==> config.mk <==
export PLATFORM = sky130hd
export DESIGN_NAME = edram_bank
export DESIGN_NICKNAME = d
export VERILOG_FILES = /design/src/rtl/edram_pkg.sv /design/src/rtl/edram_array.sv /design/src/rtl/edram_bank.sv
export SDC_FILE = /design/constraint.sdc
export NUM_CORES = 2
export LEC_CHECK = 0
export ABC_CLOCK_PERIOD_IN_PS = 4100
export CAP_MARGIN = 20
export CORE_MARGIN = 3
export CORE_UTILIZATION = 40
export CTS_CLUSTER_DIAMETER = 40
export DETAILED_ROUTE_END_ITERATION = 10
export PLACE_DENSITY = 0.56
export SYNTH_ARGS = -nofsm -noshare
export SYNTH_HDL_FRONTEND = slang
export SYNTH_HIERARCHICAL = 1
export SYNTH_SLANG_ARGS = --single-unit
==> constraint.sdc <==
create_clock -name clk -period 4.1 [get_ports clk]
set_input_delay 0.41 -clock clk [delete_from_list [all_inputs] [get_ports clk]]
set_output_delay 0.41 -clock clk [all_outputs]
set_load 0.02 [all_outputs]
==> src/rtl/edram_pkg.sv <==
// Shared defaults and state encoding for the eDRAM bank model.
package edram_pkg;

    localparam int DEF_ADDR_WIDTH = 6;
    localparam int DEF_DATA_WIDTH = 16;
    localparam int DEF_CNT_WIDTH  = 4;
    localparam int DEF_MEM_LAT    = 2;

    typedef enum logic [1:0] {
        IDLE   = 2'd0,
        ACCESS = 2'd1,
        DONE   = 2'd2
    } bank_state_t;

endpackage

==> src/rtl/edram_array.sv <==
// Storage for the eDRAM bank: data words, per-entry read counters and,
// when EDRAM_BANK_PARITY_EN is defined, one even-parity bit per word.
// A read commit decrements the entry's counter in the same edge it
// returns the word; an exhausted entry returns zero and flags err.
module edram_array
    import edram_pkg::*;
#(
    parameter int ADDR_WIDTH = DEF_ADDR_WIDTH,
    parameter int DATA_WIDTH = DEF_DATA_WIDTH,
    parameter int CNT_WIDTH  = DEF_CNT_WIDTH
) (
    input  logic                  clk,
    input  logic                  nrst,
    input  logic                  wr_en,
    input  logic                  rd_en,
    input  logic [ADDR_WIDTH-1:0] addr,
    input  logic [DATA_WIDTH-1:0] wdata,
    input  logic [CNT_WIDTH-1:0]  wcount,
    output logic [DATA_WIDTH-1:0] rd_data,
    output logic                  rd_valid,
    output logic                  consumed,
    output logic [ADDR_WIDTH-1:0] consumed_addr,
    output logic                  err
);

    localparam int DEPTH = 2 ** ADDR_WIDTH;
    localparam logic [CNT_WIDTH-1:0] CNT_ONE = {{(CNT_WIDTH-1){1'b0}}, 1'b1};

    logic [DATA_WIDTH-1:0] data_mem [DEPTH];
    logic [CNT_WIDTH-1:0]  cnt_mem  [DEPTH];
    logic                  cnt_zero;
    logic                  par_bad;

    assign cnt_zero = (cnt_mem[addr] == '0);

`ifdef EDRAM_BANK_PARITY_EN
    logic par_mem [DEPTH];

    // Parity bit written alongside each data word (not reset, like the data).
    always_ff @(posedge clk) begin
        if (wr_en) begin
            par_mem[addr] <= ^wdata;
        end
    end

    assign par_bad = ((^data_mem[addr]) != par_mem[addr]);
`else
    assign par_bad = 1'b0;
`endif

    // Data words are never reset; contents survive nrst.
    always_ff @(posedge clk) begin
        if (wr_en) begin
            data_mem[addr] <= wdata;
        end
    end

    // Read counters: load on write, saturating decrement on read (never below 0).
    always_ff @(posedge clk or negedge nrst) begin
        if (!nrst) begin
            for (int i = 0; i < DEPTH; i++) begin
                cnt_mem[i] <= '0;
            end
        end else if (wr_en) begin
            cnt_mem[addr] <= wcount;
        end else if (rd_en && !cnt_zero) begin
            cnt_mem[addr] <= cnt_mem[addr] - CNT_ONE;
        end
    end

    // Registered read response and status pulses for a read commit.
    always_ff @(posedge clk or negedge nrst) begin
        if (!nrst) begin
            rd_data       <= '0;
            rd_valid      <= 1'b0;
            consumed      <= 1'b0;
            consumed_addr <= '0;
            err           <= 1'b0;
        end else begin
            rd_valid <= rd_en;
            consumed <= 1'b0;
            err      <= 1'b0;
            if (rd_en) begin
                if (cnt_zero) begin
                    rd_data <= '0;
                    err     <= 1'b1;
                end else begin
                    rd_data <= data_mem[addr];
                    err     <= par_bad;
                    if (cnt_mem[addr] == CNT_ONE) begin
                        consumed      <= 1'b1;
                        consumed_addr <= addr;
                    end
                end
            end
        end
    end

endmodule

==> src/rtl/edram_bank.sv <==
// eDRAM bank controller: accepts one read or write, waits MEM_LAT edges,
// commits it to edram_array, then waits in DONE until both requests drop
// so that a held request is executed only once.
// Optional feature: define EDRAM_BANK_PARITY_EN to add per-word parity
// checking on reads.
module edram_bank
    import edram_pkg::*;
#(
    parameter int ADDR_WIDTH = DEF_ADDR_WIDTH,
    parameter int DATA_WIDTH = DEF_DATA_WIDTH,
    parameter int CNT_WIDTH  = DEF_CNT_WIDTH,
    parameter int MEM_LAT    = DEF_MEM_LAT
) (
    input  logic                  clk,
    input  logic                  nrst,
    input  logic                  ram_ren,
    input  logic                  ram_wen,
    input  logic [ADDR_WIDTH-1:0] ram_addr,
    input  logic [DATA_WIDTH-1:0] ram_data,
    input  logic [CNT_WIDTH-1:0]  ram_count,
    output logic [DATA_WIDTH-1:0] rd_data,
    output logic                  rd_valid,
    output logic                  consumed,
    output logic [ADDR_WIDTH-1:0] consumed_addr,
    output logic                  busy,
    output logic                  err
);

    // lat_cnt counts 0..MEM_LAT-1, so four bits cover the full 1..15 range.
    localparam logic [3:0] LAT_LAST = 4'(MEM_LAT - 1);

    bank_state_t           state;
    logic [3:0]            lat_cnt;
    logic                  op_wr;
    logic [ADDR_WIDTH-1:0] op_addr_p0;
    logic [DATA_WIDTH-1:0] op_data_p0;
    logic [CNT_WIDTH-1:0]  op_count_p0;
    logic                  err_req;
    logic                  arr_err;
    logic                  commit;
    logic                  start;

    assign start  = (state == IDLE) && (ram_ren || ram_wen);
    assign commit = (state == ACCESS) && (lat_cnt == LAT_LAST);

    // Control FSM with registered busy and illegal-request error pulse.
    always_ff @(posedge clk or negedge nrst) begin
        if (!nrst) begin
            state   <= IDLE;
            lat_cnt <= '0;
            op_wr   <= 1'b0;
            busy    <= 1'b0;
            err_req <= 1'b0;
        end else begin
            err_req <= 1'b0;
            case (state)
                IDLE: begin
                    if (ram_ren || ram_wen) begin
                        lat_cnt <= '0;
                        busy    <= 1'b1;
                        if (ram_ren && ram_wen) begin
                            err_req <= 1'b1;
                            state   <= DONE;
                        end else begin
                            op_wr <= ram_wen;
                            state <= ACCESS;
                        end
                    end
                end
                ACCESS: begin
                    lat_cnt <= lat_cnt + 4'd1;
                    if (lat_cnt == LAT_LAST) begin
                        state <= DONE;
                    end
                end
                DONE: begin
                    if (!ram_ren && !ram_wen) begin
                        state <= IDLE;
                        busy  <= 1'b0;
                    end
                end
                default: begin
                    state <= IDLE;
                    busy  <= 1'b0;
                end
            endcase
        end
    end

    // Operand capture at acceptance; later input changes are ignored.
    always_ff @(posedge clk) begin
        if (start) begin
            op_addr_p0  <= ram_addr;
            op_data_p0  <= ram_data;
            op_count_p0 <= ram_count;
        end
    end

    edram_array #(
        .ADDR_WIDTH (ADDR_WIDTH),
        .DATA_WIDTH (DATA_WIDTH),
        .CNT_WIDTH  (CNT_WIDTH)
    ) u_array (
        .clk           (clk),
        .nrst          (nrst),
        .wr_en         (commit && op_wr),
        .rd_en         (commit && !op_wr),
        .addr          (op_addr_p0),
        .wdata         (op_data_p0),
        .wcount        (op_count_p0),
        .rd_data       (rd_data),
        .rd_valid      (rd_valid),
        .consumed      (consumed),
        .consumed_addr (consumed_addr),
        .err           (arr_err)
    );

    assign err = err_req || arr_err;

endmodule

Word-level counts from Yosys, hierarchy flattened
Memories as Yosys holds them, arrays and structs flattened. A register that Yosys moved wholly into a read port is not among the register bits.
Cells that the tools add are included.

word-level totals
  register bits after elaboration = 316
  bits in writable memories = 1024
  input port bits = 30
  output and inout port bits = 26
  word-level logic and storage cells = 147
  memories = 1

memories
  memory            depth  bits a word  rd ports  clocked after memory_dff  wr ports  line               source
  u_array.data_mem  64     16           1         1                         1         edram_array.sv:29  logic [DATA_WIDTH-1:0] data_mem [DEPTH];

operators by class
  add/subtract/negate cells = 2
  $lt $le $gt $ge = 2
  eq/ne operators = 7
  mux-type cells = 31
  bitwise logic cells = 4
  reductions and logical operators = 23

operators with widths
  operator               count
  $bwmux W256            2
  $mux W256              2
  $bmux W4 S6            1
  $demux W4 S6           1
  $mux W16               1
  $mux W4                4
  $mux W1                12
  $reduce_and A3 Y1      4
  $eq A4 B1 Y1 const B   2
  $logic_and A1 B1 Y1    8
  $mux W2                4
  $pmux W4 S2            1
  $ge A7 B7 Y1 const B   1
  $lt A7 B1 Y1 const B   1
  $not A6 Y7             1
  $mux W6                1
  $pmux W2 S3            1
  $add A4 B1 Y4 const B  1
  $logic_not A1 Y1       4
  $logic_not A4 Y1       1
  $ne A2 B1 Y1 const B   2
  $reduce_bool A2 Y1     2
  $sub A4 B1 Y4 const B  1
  $not A1 Y1             3
  7 further kinds        8

Logic depth before layout (Yosys ltp)
  depth in word-level cells = 9
  mapped depth = 17
  mapped depth without buffers = 11

By module
The synthesis kept the hierarchy.

by module, submodules not included
  module       times used  cells an instance  area an instance (µm²)  seq. area each (µm²)
  edram_array  1           3318               50018.0                 37781.2
  edram_bank   1           75                 1260.0                  1006.0

Least setup slack after synthesis
Ideal clock, no wire load.

  path kind = reg-to-reg
  from = register op_addr_p0[0]
  to = memory u_array/data_mem[24][0] (netlist name) (enable)
  setup time = 0.409 ns
  data arrival time = 2.986 ns
  setup slack = 0.705 ns
  cell stages (with the launch flop) = 11
  buffers on the path = 7
  cell sequence = edfxtp_1 > buf_6 > buf_6 > buf_6 > buf_2 > inv_2 > nand2_1 > clkbuf_1 > buf_1 > clkbuf_1 > nor3_1

RTL lines
  what                    line               source
  from (decl)             edram_bank.sv:35   logic [ADDR_WIDTH-1:0] op_addr_p0;
  from (signal assigned)  edram_bank.sv:93   op_addr_p0 <= ram_addr;
  to (decl)               edram_array.sv:29

Straight into the memory's write port.

Worst setup path after layout
  from = register op_addr_p0[0]
  to = register u_array.consumed_addr[3]

on the way
  longest elaborated chain between the ends = 7

RTL lines
  what                                            line                                  source
  $not A6 Y7 (implied by the code) (*)            edram_array.sv:34, edram_array.sv:90
  $bmux W4 S6 (*)                                 edram_array.sv:34, edram_array.sv:90
  $mux W4 (implied by the code) (*) (2 in a row)  edram_array.sv:34, edram_array.sv:90
  $logic_not A4 Y1                                edram_array.sv:34                     assign cnt_zero = (cnt_mem[addr] == '0);
  $not A1 Y1 (no source line)                     n/a
  $reduce_and A3 Y1 (no source line) (*)          n/a
  to (signal assigned)                            edram_array.sv:92                     consumed_addr <= addr;
  to (decl)                                       edram_array.sv:22                     output logic [ADDR_WIDTH-1:0] consumed_addr,

Every way passes the cells marked *; elsewhere a longest branch is shown, timed or not. The select of a mux whose other input is x is not followed.
A chain may end at the register's enable or synchronous reset.

==> impl_metrics.toml <==
[yosys]
syn_area_um2 = 51280
ys_ff_latch = 1340
yosysWarnings = 6
syn_inst = 3393
yosysSeqAreaShare_pct = 75.64
syn-num-nets = 3427
synth-async-reset-ratio_pct = 21.64
synth_flop_cell = "edfxtp_1"
ys_types = 75
synth_area_per_cell_um2 = 15.11
synth_edf_count = 1050

[clocking]
h-tree-depth = 4
cts_root_buf = "clkbuf_16"
clk_latency_ps = 810
cts_tree = "built"
cts_sinks = 1340
cts_buffers = 166
post_cts_buffers = 0
clk_path_buf_depth = 3
path_clk_slew_ps = 60

[finish]
nets = 3719
layout-drive-gt1-share_pct = 17.64
final_common_cell = "edfxtp_1"
final-instance-count-excl-fill = 5478
final_core_util_pct = 48.76
area_growth_pct = 20.18
mostFrequentLayoutCells = "edfxtp_1 (1050), o22ai_1 (421), dfrtp_1 (290)"

[timing]
max_slew_margin_pct = 33.33
skew_ps = 36.49
hold_viol_final = 0
slew_viol_final = 0
setup-tns-final_ps = 0
fmax_ghz = 0.2546
rsz0062_at_grt = "no"
period_needed_ps = 3928
tightestPinTransition_ps = 1000
holdWs_ps = 160.8
fin_crit_sh_pct = 95.81
finalSetupViolations = 0

[pwr]
powerDensity_nw_per_um2 = 668.7
leakage_uw = 0.02130
peakVddDrop_uv = 426.8

[critical_path]
critPathArrivalTime_ps = 4590
ff2ff_path_depth = 10
slowest_delay_ps = 600
worstPathMaxFanout = 29
r2r_end = "u_array/consumed_addr[3]"
worst-path-buf-inv = 2
crit_end = "u_array/consumed_addr[3]"
crit_start = "op_addr_p0[0]"
critical_path_required_ps = 4760
cp_top_family = "simple AND/OR/NAND/NOR gates"
reg2reg_slack_ps = 170
cp-end-kind = "register"
path_cells = "buf_12 -> and2_0 -> buf_4 -> a221oi_1 -> nor3_1 -> or4_4 -> nor4_4 -> nand3_1 -> or3b_1 -> mux2_4"
startpoint_type = "register"
crit_slowest_cell = "or3b_1"
worstReg2RegStart = "op_addr_p0[0]"
path_class = "reg2reg"
crit_cells = 10

[floorplanning]
io_pins = 56
start_util_pct = 40.57
die_area_um2 = 132500
core_region_area_um2 = 126400
die_y_um = 364.0
die_x_um = 364.0
rows = 130

[grt]
grt_pass1_vias = 32340
gr-total-overflow = 0
grt_usage_pct = 23.91
antenna_found_initial = 4
grt_pass1_wl_um = 231400
grt_max_degree = 96

[placed_design]
gp_congestion = 0.8657
dp.cells = 5166
port_buffers = 55
dp_hpwl_um = 97130

[detailed_routing]
drc = 0
drtIter0Drc = 3958
drt_first_pass_iters = 6
routed_wl_um = 159400
avgViaCountPerCell = 6.106
route.detailed.wl_per_inst_um = 29.09
detail-route-antenna-nets = 0
via_count = 33450

[job]
drv_cap = 0

[min_path]
hp-class = "in2reg"

[run_status]
status = "finished, final reports clean"
==> kinds of logic after synthesis <==
family	count (synthesis)	synth area share [%]
flops	1340	75.64
compound gates	1049	14.13
simple gates	638	5.771
buf+inv	271	2.264
mux	87	2.013
fa+ha+maj	5	0.1196
xor+xnor	3	0.06590
==> layer usage <==
metal  part of all wire [%]  track usage (%)
met4                    3.3            8.721
met3                    7.8            4.307
met2                     45            36.38
met5                      0                0
met1                     43            34.49
==> cells in the mapped netlist (44+ instances only) <==
library cell | count | area share, %
nor3_1 | 138 | 1.3
nor4_1 | 62 | 0.76
dfrtp_1 | 290 | 14
a22oi_1 | 44 | 0.64
nor2_1 | 196 | 1.4
o32a_1 | 65 | 1.3
clkbuf_1 | 176 | 1.3
o21ai_0 | 150 | 1.5
nand2_1 | 180 | 1.3
o22ai_1 | 421 | 5.1
a2bb2oi_1 | 64 | 1.1
edfxtp_1 | 1050 | 61
o221ai_1 | 70 | 1.2
mux2i_1 | 45 | 0.88
o21ai_1 | 64 | 0.62
o22a_1 | 46 | 0.79
==> worst reg2reg max path: stages (launching register included) <==
cell and delay, ps:
edfxtp_1 490, buf_12 230, and2_0 240, buf_4 210
a221oi_1 460, nor3_1 90, or4_4 540, nor4_4 400
nand3_1 170, or3b_1 600, mux2_4 370
==> flip-flops by register name, indices dropped and copies added (netlist names), 2 cells and up <==
name and flops:
op_data_p0 16, u_array/rd_data 16, u_array/consumed_addr 6, op_count_p0 4, state 2, lat_cnt 4, u_array/data_mem 1024, op_addr_p0 6
u_array/cnt_mem 256
==> how the worst min path moves through the flow <==
| stage | start | end | slack [ps] | depth (start not counted) |
|---|---|---|---|---|
| floorplan | nrst | busy | 110 | 0 |
| finish | ram_data[1] | op_data_p0[1] | 160 | 1 |
| global route | ram_data[1] | op_data_p0[1] | 140 | 1 |
| detailed placement | u_array/cnt_mem[245] | u_array/cnt_mem[245] | 470 | 2 |
| CTS | ram_data[1] | op_data_p0[1] | 100 | 1 |
| global placement | u_array/cnt_mem[128] | u_array/cnt_mem[128] | 460 | 2 |
==> stage by stage <==
stage | total power [µW] | cell area (µm²) | setup slack [ps]
2_1_floorplan | 21870 | 51280 | 705.0
3_3_place_gp | 26430 | 55900 | 229.8
3_5_place_dp | 26520 | 55930 | 193.0
4_1_cts | 41350 | 61620 | 171.0
5_1_grt | 42600 | 61620 | 80.43
6_report | 41210 | 61630 | 171.7
==> where the power goes <==
group	leakage, µW	internal, µW	switching (µW)	total (µW)
sequential	0.0134	16500	844	17300
combinational	0.00516	3110	5920	9030
clock	0.00271	8810	6030	14800
==> layout make-up <==
| class | count | area, µm² |
|---|---|---|
| Antenna cell | 2 | 5.005 |
| Clock buffer | 199 | 4359 |
| Clock inverter | 110 | 1323 |
| Fill cell | 10770 | 64760 |
| Inverter | 10 | 37.54 |
| Multi-Input combinational cell | 1782 | 11470 |
| Sequential cell | 1340 | 38790 |
| Tap cell | 1650 | 2064 |
| Timing Repair Buffer | 385 | 3581 |
==> what timing repair did <==
action,CTS,global route
hold buffers,1,0
setup endpoints to repair,0,1
hold endpoints to repair,80,0
resized for setup,0,1
(Power assumes the default switching activity.)
